## src/rtl/accum_ctrl_if.sv

```systemverilog
// Control bundle between the accumulator sequencer (master) and the datapath (slave).
// Carries the opcode/flag inputs, the per-cycle enables, selects and strobes, and debug status.
interface accum_ctrl_if #(
    parameter int CNT_W = 16
);
    logic             start;
    logic [3:0]       ir_op;
    logic             acc_zero;
    logic             pc_en;
    logic             pc_src;
    logic             ir_en;
    logic             acc_en;
    logic [1:0]       acc_src;
    logic [2:0]       alu_op;
    logic             addr_src;
    logic             mem_read;
    logic             mem_write;
    logic             busy;
    logic             halted;
    logic             illegal;
    logic [2:0]       state_out;
    logic [CNT_W-1:0] instr_count;

    modport master (
        input  start, ir_op, acc_zero,
        output pc_en, pc_src, ir_en, acc_en, acc_src, alu_op, addr_src,
               mem_read, mem_write, busy, halted, illegal, state_out, instr_count
    );

    modport slave (
        output start, ir_op, acc_zero,
        input  pc_en, pc_src, ir_en, acc_en, acc_src, alu_op, addr_src,
               mem_read, mem_write, busy, halted, illegal, state_out, instr_count
    );
endinterface

```

## src/rtl/accum_ctrl.sv

```systemverilog
// Multi-cycle fetch/decode/execute sequencer for the 16-bit accumulator machine.
// Outputs decode from the registered state and opcode; also counts retired instructions.
module accum_ctrl #(
    parameter int CNT_W = 16
) (
    input  logic       CLK,
    input  logic       reset,
    accum_ctrl_if.master bus
);
    typedef enum logic [2:0] {
        S_IDLE     = 3'd0,
        S_FETCH    = 3'd1,
        S_FETCH_WB = 3'd2,
        S_DECODE   = 3'd3,
        S_MEM_RD   = 3'd4,
        S_EXEC     = 3'd5,
        S_HALT     = 3'd7
    } state_t;

    localparam logic [3:0] OP_NOP   = 4'h0;
    localparam logic [3:0] OP_LOAD  = 4'h1;
    localparam logic [3:0] OP_STORE = 4'h2;
    localparam logic [3:0] OP_ADD   = 4'h3;
    localparam logic [3:0] OP_SUB   = 4'h4;
    localparam logic [3:0] OP_AND   = 4'h5;
    localparam logic [3:0] OP_OR    = 4'h6;
    localparam logic [3:0] OP_JMP   = 4'h7;
    localparam logic [3:0] OP_JZ    = 4'h8;
    localparam logic [3:0] OP_LOADI = 4'h9;
    localparam logic [3:0] OP_HALT  = 4'hF;

    localparam logic [1:0] ACC_MEM = 2'd0;
    localparam logic [1:0] ACC_ALU = 2'd1;
    localparam logic [1:0] ACC_IMM = 2'd2;

    localparam logic [2:0] ALU_PASS = 3'd0;
    localparam logic [2:0] ALU_ADD  = 3'd1;
    localparam logic [2:0] ALU_SUB  = 3'd2;
    localparam logic [2:0] ALU_AND  = 3'd3;
    localparam logic [2:0] ALU_OR   = 3'd4;

    state_t           state;
    state_t           next;
    logic             pc_en;
    logic             pc_src;
    logic             ir_en;
    logic             acc_en;
    logic [1:0]       acc_src;
    logic [2:0]       alu_op;
    logic             addr_src;
    logic             mem_read;
    logic             mem_write;
    logic             halted;
    logic             set_illegal;
    logic             retire;
    logic             illegal;
    logic [CNT_W-1:0] count;

    always_comb begin
        // NOTE: every signal written here gets a default first, so no path can infer a latch.
        next        = state;
        pc_en       = 1'b0;
        pc_src      = 1'b0;
        ir_en       = 1'b0;
        acc_en      = 1'b0;
        acc_src     = ACC_MEM;
        alu_op      = ALU_PASS;
        addr_src    = 1'b0;
        mem_read    = 1'b0;
        mem_write   = 1'b0;
        halted      = 1'b0;
        set_illegal = 1'b0;

        case (state)
            S_IDLE: begin
                if (bus.start) next = S_FETCH;
            end
            S_FETCH: begin
                mem_read = 1'b1;
                next     = S_FETCH_WB;
            end
            S_FETCH_WB: begin
                ir_en = 1'b1;
                pc_en = 1'b1;
                next  = S_DECODE;
            end
            S_DECODE: begin
                next = S_FETCH;
                case (bus.ir_op)
                    OP_NOP: ;
                    OP_LOAD, OP_ADD, OP_SUB, OP_AND, OP_OR: next = S_MEM_RD;
                    OP_STORE: begin
                        mem_write = 1'b1;
                        addr_src  = 1'b1;
                    end
                    OP_JMP: begin
                        pc_en  = 1'b1;
                        pc_src = 1'b1;
                    end
                    OP_JZ: begin
                        // The only output allowed to see acc_zero: a conditional PC load.
                        pc_en  = bus.acc_zero;
                        pc_src = 1'b1;
                    end
                    OP_LOADI: begin
                        acc_en  = 1'b1;
                        acc_src = ACC_IMM;
                    end
                    OP_HALT: next = S_HALT;
                    default: begin
                        next        = S_HALT;
                        set_illegal = 1'b1;
                    end
                endcase
            end
            S_MEM_RD: begin
                mem_read = 1'b1;
                addr_src = 1'b1;
                next     = S_EXEC;
            end
            S_EXEC: begin
                acc_en = 1'b1;
                next   = S_FETCH;
                case (bus.ir_op)
                    OP_ADD: begin acc_src = ACC_ALU; alu_op = ALU_ADD; end
                    OP_SUB: begin acc_src = ACC_ALU; alu_op = ALU_SUB; end
                    OP_AND: begin acc_src = ACC_ALU; alu_op = ALU_AND; end
                    OP_OR:  begin acc_src = ACC_ALU; alu_op = ALU_OR;  end
                    default: ;
                endcase
            end
            S_HALT: begin
                halted = 1'b1;
            end
            default: next = S_IDLE;
        endcase
    end

    // An instruction retires on the edge that returns to FETCH from DECODE or EXEC.
    assign retire = ((state == S_DECODE) && (next == S_FETCH)) || (state == S_EXEC);

    always_ff @(posedge CLK or posedge reset) begin
        if (reset) begin
            state   <= S_IDLE;
            illegal <= 1'b0;
            count   <= '0;
        end else begin
            // NOTE: state registers use non-blocking assignments so every flop samples pre-edge values.
            state <= next;
            if (set_illegal) illegal <= 1'b1;
            if (retire && (count != '1)) count <= count + CNT_W'(1);
        end
    end

    assign bus.pc_en       = pc_en;
    assign bus.pc_src      = pc_src;
    assign bus.ir_en       = ir_en;
    assign bus.acc_en      = acc_en;
    assign bus.acc_src     = acc_src;
    assign bus.alu_op      = alu_op;
    assign bus.addr_src    = addr_src;
    assign bus.mem_read    = mem_read;
    assign bus.mem_write   = mem_write;
    assign bus.busy        = (state != S_IDLE) && (state != S_HALT);
    assign bus.halted      = halted;
    assign bus.illegal     = illegal;
    assign bus.state_out   = state;
    assign bus.instr_count = count;
endmodule

```

## src/flat_wrapper.sv

```systemverilog
// flat-port wrapper written by rule: the top's interface ports become plain ports
module accum_ctrl_flat 
#(
    parameter int CNT_W = 16
)
  (CLK, reset, bus_start, bus_ir_op, bus_acc_zero, bus_pc_en, bus_pc_src, bus_ir_en, bus_acc_en, bus_acc_src, bus_alu_op, bus_addr_src, bus_mem_read, bus_mem_write, bus_busy, bus_halted, bus_illegal, bus_state_out, bus_instr_count);
  accum_ctrl_if #(.CNT_W(CNT_W)) bus_i ();
  input  logic CLK;
  input  logic reset;
  input wire logic [$bits(bus_i.start)-1:0] bus_start;
  input wire logic [$bits(bus_i.ir_op)-1:0] bus_ir_op;
  input wire logic [$bits(bus_i.acc_zero)-1:0] bus_acc_zero;
  output wire logic [$bits(bus_i.pc_en)-1:0] bus_pc_en;
  output wire logic [$bits(bus_i.pc_src)-1:0] bus_pc_src;
  output wire logic [$bits(bus_i.ir_en)-1:0] bus_ir_en;
  output wire logic [$bits(bus_i.acc_en)-1:0] bus_acc_en;
  output wire logic [$bits(bus_i.acc_src)-1:0] bus_acc_src;
  output wire logic [$bits(bus_i.alu_op)-1:0] bus_alu_op;
  output wire logic [$bits(bus_i.addr_src)-1:0] bus_addr_src;
  output wire logic [$bits(bus_i.mem_read)-1:0] bus_mem_read;
  output wire logic [$bits(bus_i.mem_write)-1:0] bus_mem_write;
  output wire logic [$bits(bus_i.busy)-1:0] bus_busy;
  output wire logic [$bits(bus_i.halted)-1:0] bus_halted;
  output wire logic [$bits(bus_i.illegal)-1:0] bus_illegal;
  output wire logic [$bits(bus_i.state_out)-1:0] bus_state_out;
  output wire logic [$bits(bus_i.instr_count)-1:0] bus_instr_count;
  assign bus_i.start = bus_start;
  assign bus_i.ir_op = bus_ir_op;
  assign bus_i.acc_zero = bus_acc_zero;
  assign bus_pc_en = bus_i.pc_en;
  assign bus_pc_src = bus_i.pc_src;
  assign bus_ir_en = bus_i.ir_en;
  assign bus_acc_en = bus_i.acc_en;
  assign bus_acc_src = bus_i.acc_src;
  assign bus_alu_op = bus_i.alu_op;
  assign bus_addr_src = bus_i.addr_src;
  assign bus_mem_read = bus_i.mem_read;
  assign bus_mem_write = bus_i.mem_write;
  assign bus_busy = bus_i.busy;
  assign bus_halted = bus_i.halted;
  assign bus_illegal = bus_i.illegal;
  assign bus_state_out = bus_i.state_out;
  assign bus_instr_count = bus_i.instr_count;
  accum_ctrl #(.CNT_W(CNT_W)) u_core (.CLK(CLK), .reset(reset), .bus(bus_i));
endmodule
```

## config.mk

```make
export PLATFORM = sky130hd
export DESIGN_NAME = accum_ctrl_flat
export DESIGN_NICKNAME = d
export VERILOG_FILES = /design/src/rtl/accum_ctrl_if.sv /design/src/rtl/accum_ctrl.sv /design/src/flat_wrapper.sv
export SDC_FILE = /design/constraint.sdc
export NUM_CORES = 1
export LEC_CHECK = 0
export CAP_MARGIN = 20
export CORE_ASPECT_RATIO = 0.7
export CORE_MARGIN = 3
export CORE_UTILIZATION = 30
export DETAILED_ROUTE_END_ITERATION = 8
export DONT_BUFFER_PORTS = 1
export GPL_ROUTABILITY_DRIVEN = 0
export PLACE_DENSITY = 0.41
export SLEW_MARGIN = 5
export SYNTH_ARGS = -nofsm -noshare
export SYNTH_HDL_FRONTEND = slang
export SYNTH_SLANG_ARGS = --single-unit
```

## constraint.sdc

```tcl
create_clock -name CLK -period 2.2 [get_ports CLK]
set_input_delay 0.55 -clock CLK [delete_from_list [all_inputs] [get_ports CLK]]
set_output_delay 0.55 -clock CLK [all_outputs]
set_load 0.005 [all_outputs]
```

# --- Word level (Yosys, flattened, before mapping) ---
# Index checks and enable logic that the tools add are counted.
# W data, S select, Z words.
op_classes:
  n_eq_ne: 19
  n_reduce_logical: 13
  muxes: 22
  addsub: 1
ops:
  columns: ["operator", "n"]
  rows:
  - ["$pmux W3 S7", 1]
  - ["$add A16 B1 Y16 const B", 1]
  - ["$eq A4 B3 Y1 const B", 4]
  - ["$ne A16 B16 Y1 const B", 1]
  - ["$eq A4 B4 Y1 const B", 3]
  - ["$pmux W3 S4", 1]
  - ["$mux W1", 11]
  - ["$reduce_or A11 Y1", 1]
  - ["$reduce_or A5 Y1", 2]
  - ["$eq A3 B3 Y1 const B", 3]
  - ["$eq A4 B2 Y1 const B", 2]
  - ["$pmux W1 S2", 4]
  - ["$eq A3 B1 Y1 const B", 2]
  - ["$eq A3 B2 Y1 const B", 2]
  - ["$mux W3", 2]
  - ["$pmux W3 S2", 1]
  - ["$eq A4 B1 Y1 const B", 1]
  - ["$logic_not A4 Y1", 1]
  - ["$pmux W2 S2", 1]
  - ["$reduce_or A2 Y1", 2]
  - ["$reduce_or A4 Y1", 1]
  - ["$logic_and A1 B1 Y1", 3]
  - ["$logic_not A3 Y1", 1]
  - ["$ne A3 B3 Y1 const B", 1]
  - ["3 further kinds", 3]
totals:
  word_cells: 58
  out_inout_bits: 34
  regBits: 20

# --- Depth between registers and ports, before layout ---
depth:
  ltp_word: 8
  ltp_mapped: 8

# --- Worst setup path before layout ---
# OpenSTA, ideal clock, no wires.
synth_timing:
  path_kind: "input port to output port"
  from: "input port bus_ir_op[3]"
  to: "output port bus_pc_en"
  slack_ns: 0.058
  stages: 5
  path_buffers: 1
  arrival_ns: 1.592
  required_ns: 1.650
  path_cell_list: "clkbuf_1 > nor3b_1 > nor2b_1 > a21oi_1 > a211oi_1"
synth_between:
  elab_chain_cells: 3
  elab_cells_between_ends: 4
  cone_classes: "2 x eq/ne; 2 x mux"
synth_rtl:
  columns: ["item", "line", "text"]
  rows:
  - ["start, declared", "flat_wrapper.sv:11", "input wire logic [$bits(bus_i.ir_op)-1:0] bus_ir_op;"]
  - ["$eq A4 B4 Y1 or $eq A4 B3 Y1 (tied branches)", "accum_ctrl.sv:89", "case (bus.ir_op)"]
  - ["$pmux W1 S2 *", "accum_ctrl.sv:89", null]
  - ["$pmux W1 S2 *", "accum_ctrl.sv:74", "case (state)"]
  - ["end, declared", "flat_wrapper.sv:13", "output wire logic [$bits(bus_i.pc_en)-1:0] bus_pc_en;"]
# Every way passes the cells marked *; elsewhere a longest branch is shown, timed or not.

# --- Final worst setup path ---
layout_timing:
  from: "register u_core.state[2] (netlist: u_core.bus.state_out[2])"
  to: "output port bus_alu_op[2]"
layout_between:
  elab_chain_cells: 2
layout_rtl:
  columns: ["item", "line", "text"]
  rows:
  - ["start, declared", "accum_ctrl.sv:42", "state_t state;"]
  - ["start signal, assigned", "accum_ctrl.sv:149", "state <= next;"]
  - ["$eq A3 B3 Y1", "accum_ctrl.sv:74", null]
  - ["$mux W3", "accum_ctrl.sv:74", null]
  - ["end, declared", "flat_wrapper.sv:18", "output wire logic [$bits(bus_i.alu_op)-1:0] bus_alu_op;"]
# No other way between the ends.

==> results.rst <==
.. list-table::
   :header-rows: 1

   * - Metric
     - Value
   * - IR Drop Worst-Case VDD
     - 0.000319 V
   * - Post-Synthesis Net Count
     - 141
   * - Number of rows in the core area
     - 18
   * - Post-detailed-placement half-perimeter wirelength
     - 2.22 mm
   * - Top achievable clock speed
     - 491 MHz
   * - Synth Cell Area
     - 0.00124 mm2
   * - GRT overflow
     - 0
   * - Total routing usage reported by global routing
     - 0.124
   * - Top library cells by usage in the layout, fill and taps aside
     - 20 x dfrtp_1, 14 x xnor2_1, 13 x nor2_1, 7 x nand4_1, 7 x nand3_1
   * - Dominant combinational cell family by area after synthesis
     - simple AND/OR/NAND/NOR gates
   * - DRC
     - 0
   * - Area added between synthesis and finish
     - 11.0%
   * - Hold Fails Final Rpt
     - 0
   * - Number of synthesized register bits
     - 20
   * - Overall routed net length
     - 2.92 mm
   * - Layout cells sized above 1
     - 0.158
   * - Worst slew margin relative to its limit
     - 0.488
   * - EDFF count, synth
     - 0
   * - Simple-Gate Fraction of Synth Area
     - 0.306
   * - Final core utilization
     - 0.368
   * - Count of antenna-violating nets left after detailed routing
     - 0
   * - Num Clock Sinks
     - 20
   * - Setup fix buffers added after clock tree synthesis
     - 0
   * - Clock tree root buffer cell
     - clkbuf_8
   * - Overall die area
     - 0.00495 mm2
   * - Portion of the post-synthesis area used by sequential elements
     - 0.404
   * - Core outline area
     - 0.00374 mm2
   * - Length of the first detailed-routing pass in iterations
     - 4
   * - First-pass GRT wire length
     - 4.83 mm
   * - Post-layout minimum cycle time
     - 2040 ps
   * - Top-level I/O count
     - 42
   * - Mean post-synth cell area
     - 9.38 um2
   * - Post-synthesis mux area share
     - 0.0182
   * - Pin slew with the least headroom to its limit
     - 768 ps
   * - Warnings from Yosys
     - 0
   * - Net count reported at finish
     - 143
   * - Insertion delay of the later-clocked pin in the worst-skew pair
     - 260 ps
   * - Total via count after detailed routing
     - 944
   * - Initial standard-cell utilization of the core
     - 0.331
   * - Sum of negative setup slack
     - 0 ps
   * - Clk pin slew, worst setup/hold paths
     - 80 ps
   * - 1st-iter DRT viols
     - 33
   * - Post-detailed-route wirelength per cell
     - 16.0 um
   * - Max-cap check violation count
     - 0
   * - Final clock skew
     - 12.7 ps
   * - Most common cell after layout, fill and taps aside
     - dfrtp_1
   * - Synth Flop Type
     - dfrtp_1
   * - Total power after layout
     - 0.762 mW
   * - Adder-cell area share of the yosys netlist
     - 0.0101
   * - RSZ-0062 raised after global routing
     - no
   * - Worst min path class
     - primary input to asynchronous set/reset pin
   * - Die height
     - 59.8 um
   * - Run status
     - finished clean
   * - Post-synthesis xor/xnor area fraction
     - 0.113
   * - Clock tree from TritonCTS
     - yes
   * - Power per unit of standard cell area
     - 554 mW/mm2
   * - Via count of the first global-routing pass
     - 932
   * - Share of the synthesized area in compound gates (AO/OA/AOI/OAI)
     - 0.101
   * - Critical path data required time
     - 1650 ps
   * - Critical setup path kind
     - register to output pin
   * - Maximum root-to-sink buffer count
     - 2
   * - Final worst-path cycle share
     - 0.926
   * - Port Buffers
     - 0
   * - Initial antenna violation count
     - 0
   * - Number of distinct standard cells referenced by the synthesized netlist
     - 40
   * - Pin count of the biggest net entering global routing
     - 21
   * - ANT cells
     - 0
   * - Count of final max-slew check failures
     - 0
   * - Htree depth
     - 1
   * - Maximum net fanout on the critical path
     - 7
   * - Clock buffers created by TritonCTS
     - 3
   * - Avg Vias per Cell
     - 5.16
   * - Die width
     - 82.8 um
   * - Gate count after technology mapping
     - 132
   * - Cell leakage power
     - 0.615 nW
   * - Fraction of registers with async set/reset
     - 1.00
   * - Critical path capture point type
     - output pin
   * - Setup crit start kind
     - register
   * - Data arrival, critical path
     - 1490 ps
   * - Final count of negative-setup-slack endpoints
     - 0
## kinds of logic (layout without fill, tap and decap cells)
group                    after synthesis  after routing
AND/OR/NAND/NOR                       63             63
flip-flops                            20             20
AO/OA/AOI/OAI                         18             18
XOR/XNOR                              16             16
buffers and inverters                 12             13
multiplexers                           2              2
adder cells (fa/ha/maj)                1              1
## final timing paths
| check | from | endpoint | slack (ps) | cells after the start |
|---|---|---|---|---|
| setup / recovery | u_core.bus.state_out[2]$_DFF_PP0_ | bus_alu_op[2] | 160 | 4 |
| hold / removal | reset | u_core.bus.state_out[1]$_DFF_PP0_ | 310 | 1 |
| setup reg to reg | u_core.bus.state_out[2]$_DFF_PP0_ | u_core.bus.instr_count[15]$_DFFE_PP0P_ | 390 | 6 |
| hold reg to reg | u_core.bus.illegal$_DFFE_PP0P_ | u_core.bus.illegal$_DFFE_PP0P_ | 510 | 1 |
| max in group asynchronous | reset | u_core.bus.instr_count[15]$_DFFE_PP0P_ | 1400 | 1 |
| min in group CLK | bus_ir_op[3] | u_core.bus.state_out[2]$_DFF_PP0_ | 490 | 2 |
## layer usage
| layer | routed length (um) | vias up | GRT usage | share of wire |
|---|---|---|---|---|
| li1 | - | 472 | - | - |
| met1 | 1570 | 444 | 0.182 | 0.54 |
| met2 | 1140 | 26 | 0.167 | 0.39 |
| met3 | 204 | 2 | 0.0551 | 0.070 |
| met4 | 8 | 0 | 0.0210 | 0.0027 |
| met5 | 0 | - | 0 | 0 |
## power by group
part           switching, mW  internal [mW]
sequential                 0          0.367
clock                  0.127          0.243
combinational         0.0150        0.00892
## cell type report
class / instances / area, um2
flip-flops and latches: 20 / 500
fillers: 392 / 2360
inverters: 3 / 11.3
clock inverters: 1 / 30.0
multi-input cells: 100 / 684
repair buffers: 6 / 45.0
clock buffers: 3 / 41.3
well taps: 50 / 62.6
## worst max-delay path: stages, from the launching register on
cell and delay [ps]:
dfrtp_1 480, nand2_1 160, nor3_2 220, nand2_1 110
nor3b_1 250
## what timing repair did
action / 4_1_cts / 5_1_grt
hold buffers: 0 / 0
endpoints found under the setup margin: 0 / 2
resized for setup: 0 / 1
## state kept, by name, indices dropped and copies added (netlist names)
signal and cells:
u_core.bus.instr_count 16, u_core.bus.state_out 3, u_core.bus.illegal 1
## metrics by stage
step / area [um2] / cells / hold WS [ps] / setup WS (ps)
after floorplan: 1240 / 132 / 451 / 58.2
after CTS: 1370 / 183 / 348 / 54.0
final: 1380 / 183 / 306 / 163
after detailed placement: 1300 / 179 / 490 / 183
after global placement: 1300 / 179 / 488 / 172
after global routing: 1380 / 183 / 394 / 62.4
## cells in the mapped netlist (3+ instances only)
| cell | count | share of area |
|---|---|---|
| and2_1 | 3 | 0.015 |
| and3_1 | 4 | 0.020 |
| clkbuf_1 | 5 | 0.015 |
| dfrtp_1 | 20 | 0.40 |
| inv_1 | 3 | 0.0091 |
| nand2_1 | 6 | 0.018 |
| nand3_1 | 7 | 0.028 |
| nand4_1 | 7 | 0.035 |
| nor2_1 | 13 | 0.039 |
| nor2b_1 | 5 | 0.025 |
| nor3_1 | 4 | 0.016 |
| o21ai_0 | 4 | 0.016 |
| xnor2_1 | 14 | 0.099 |
No activity file was read; power rests on OpenSTA's default activity.
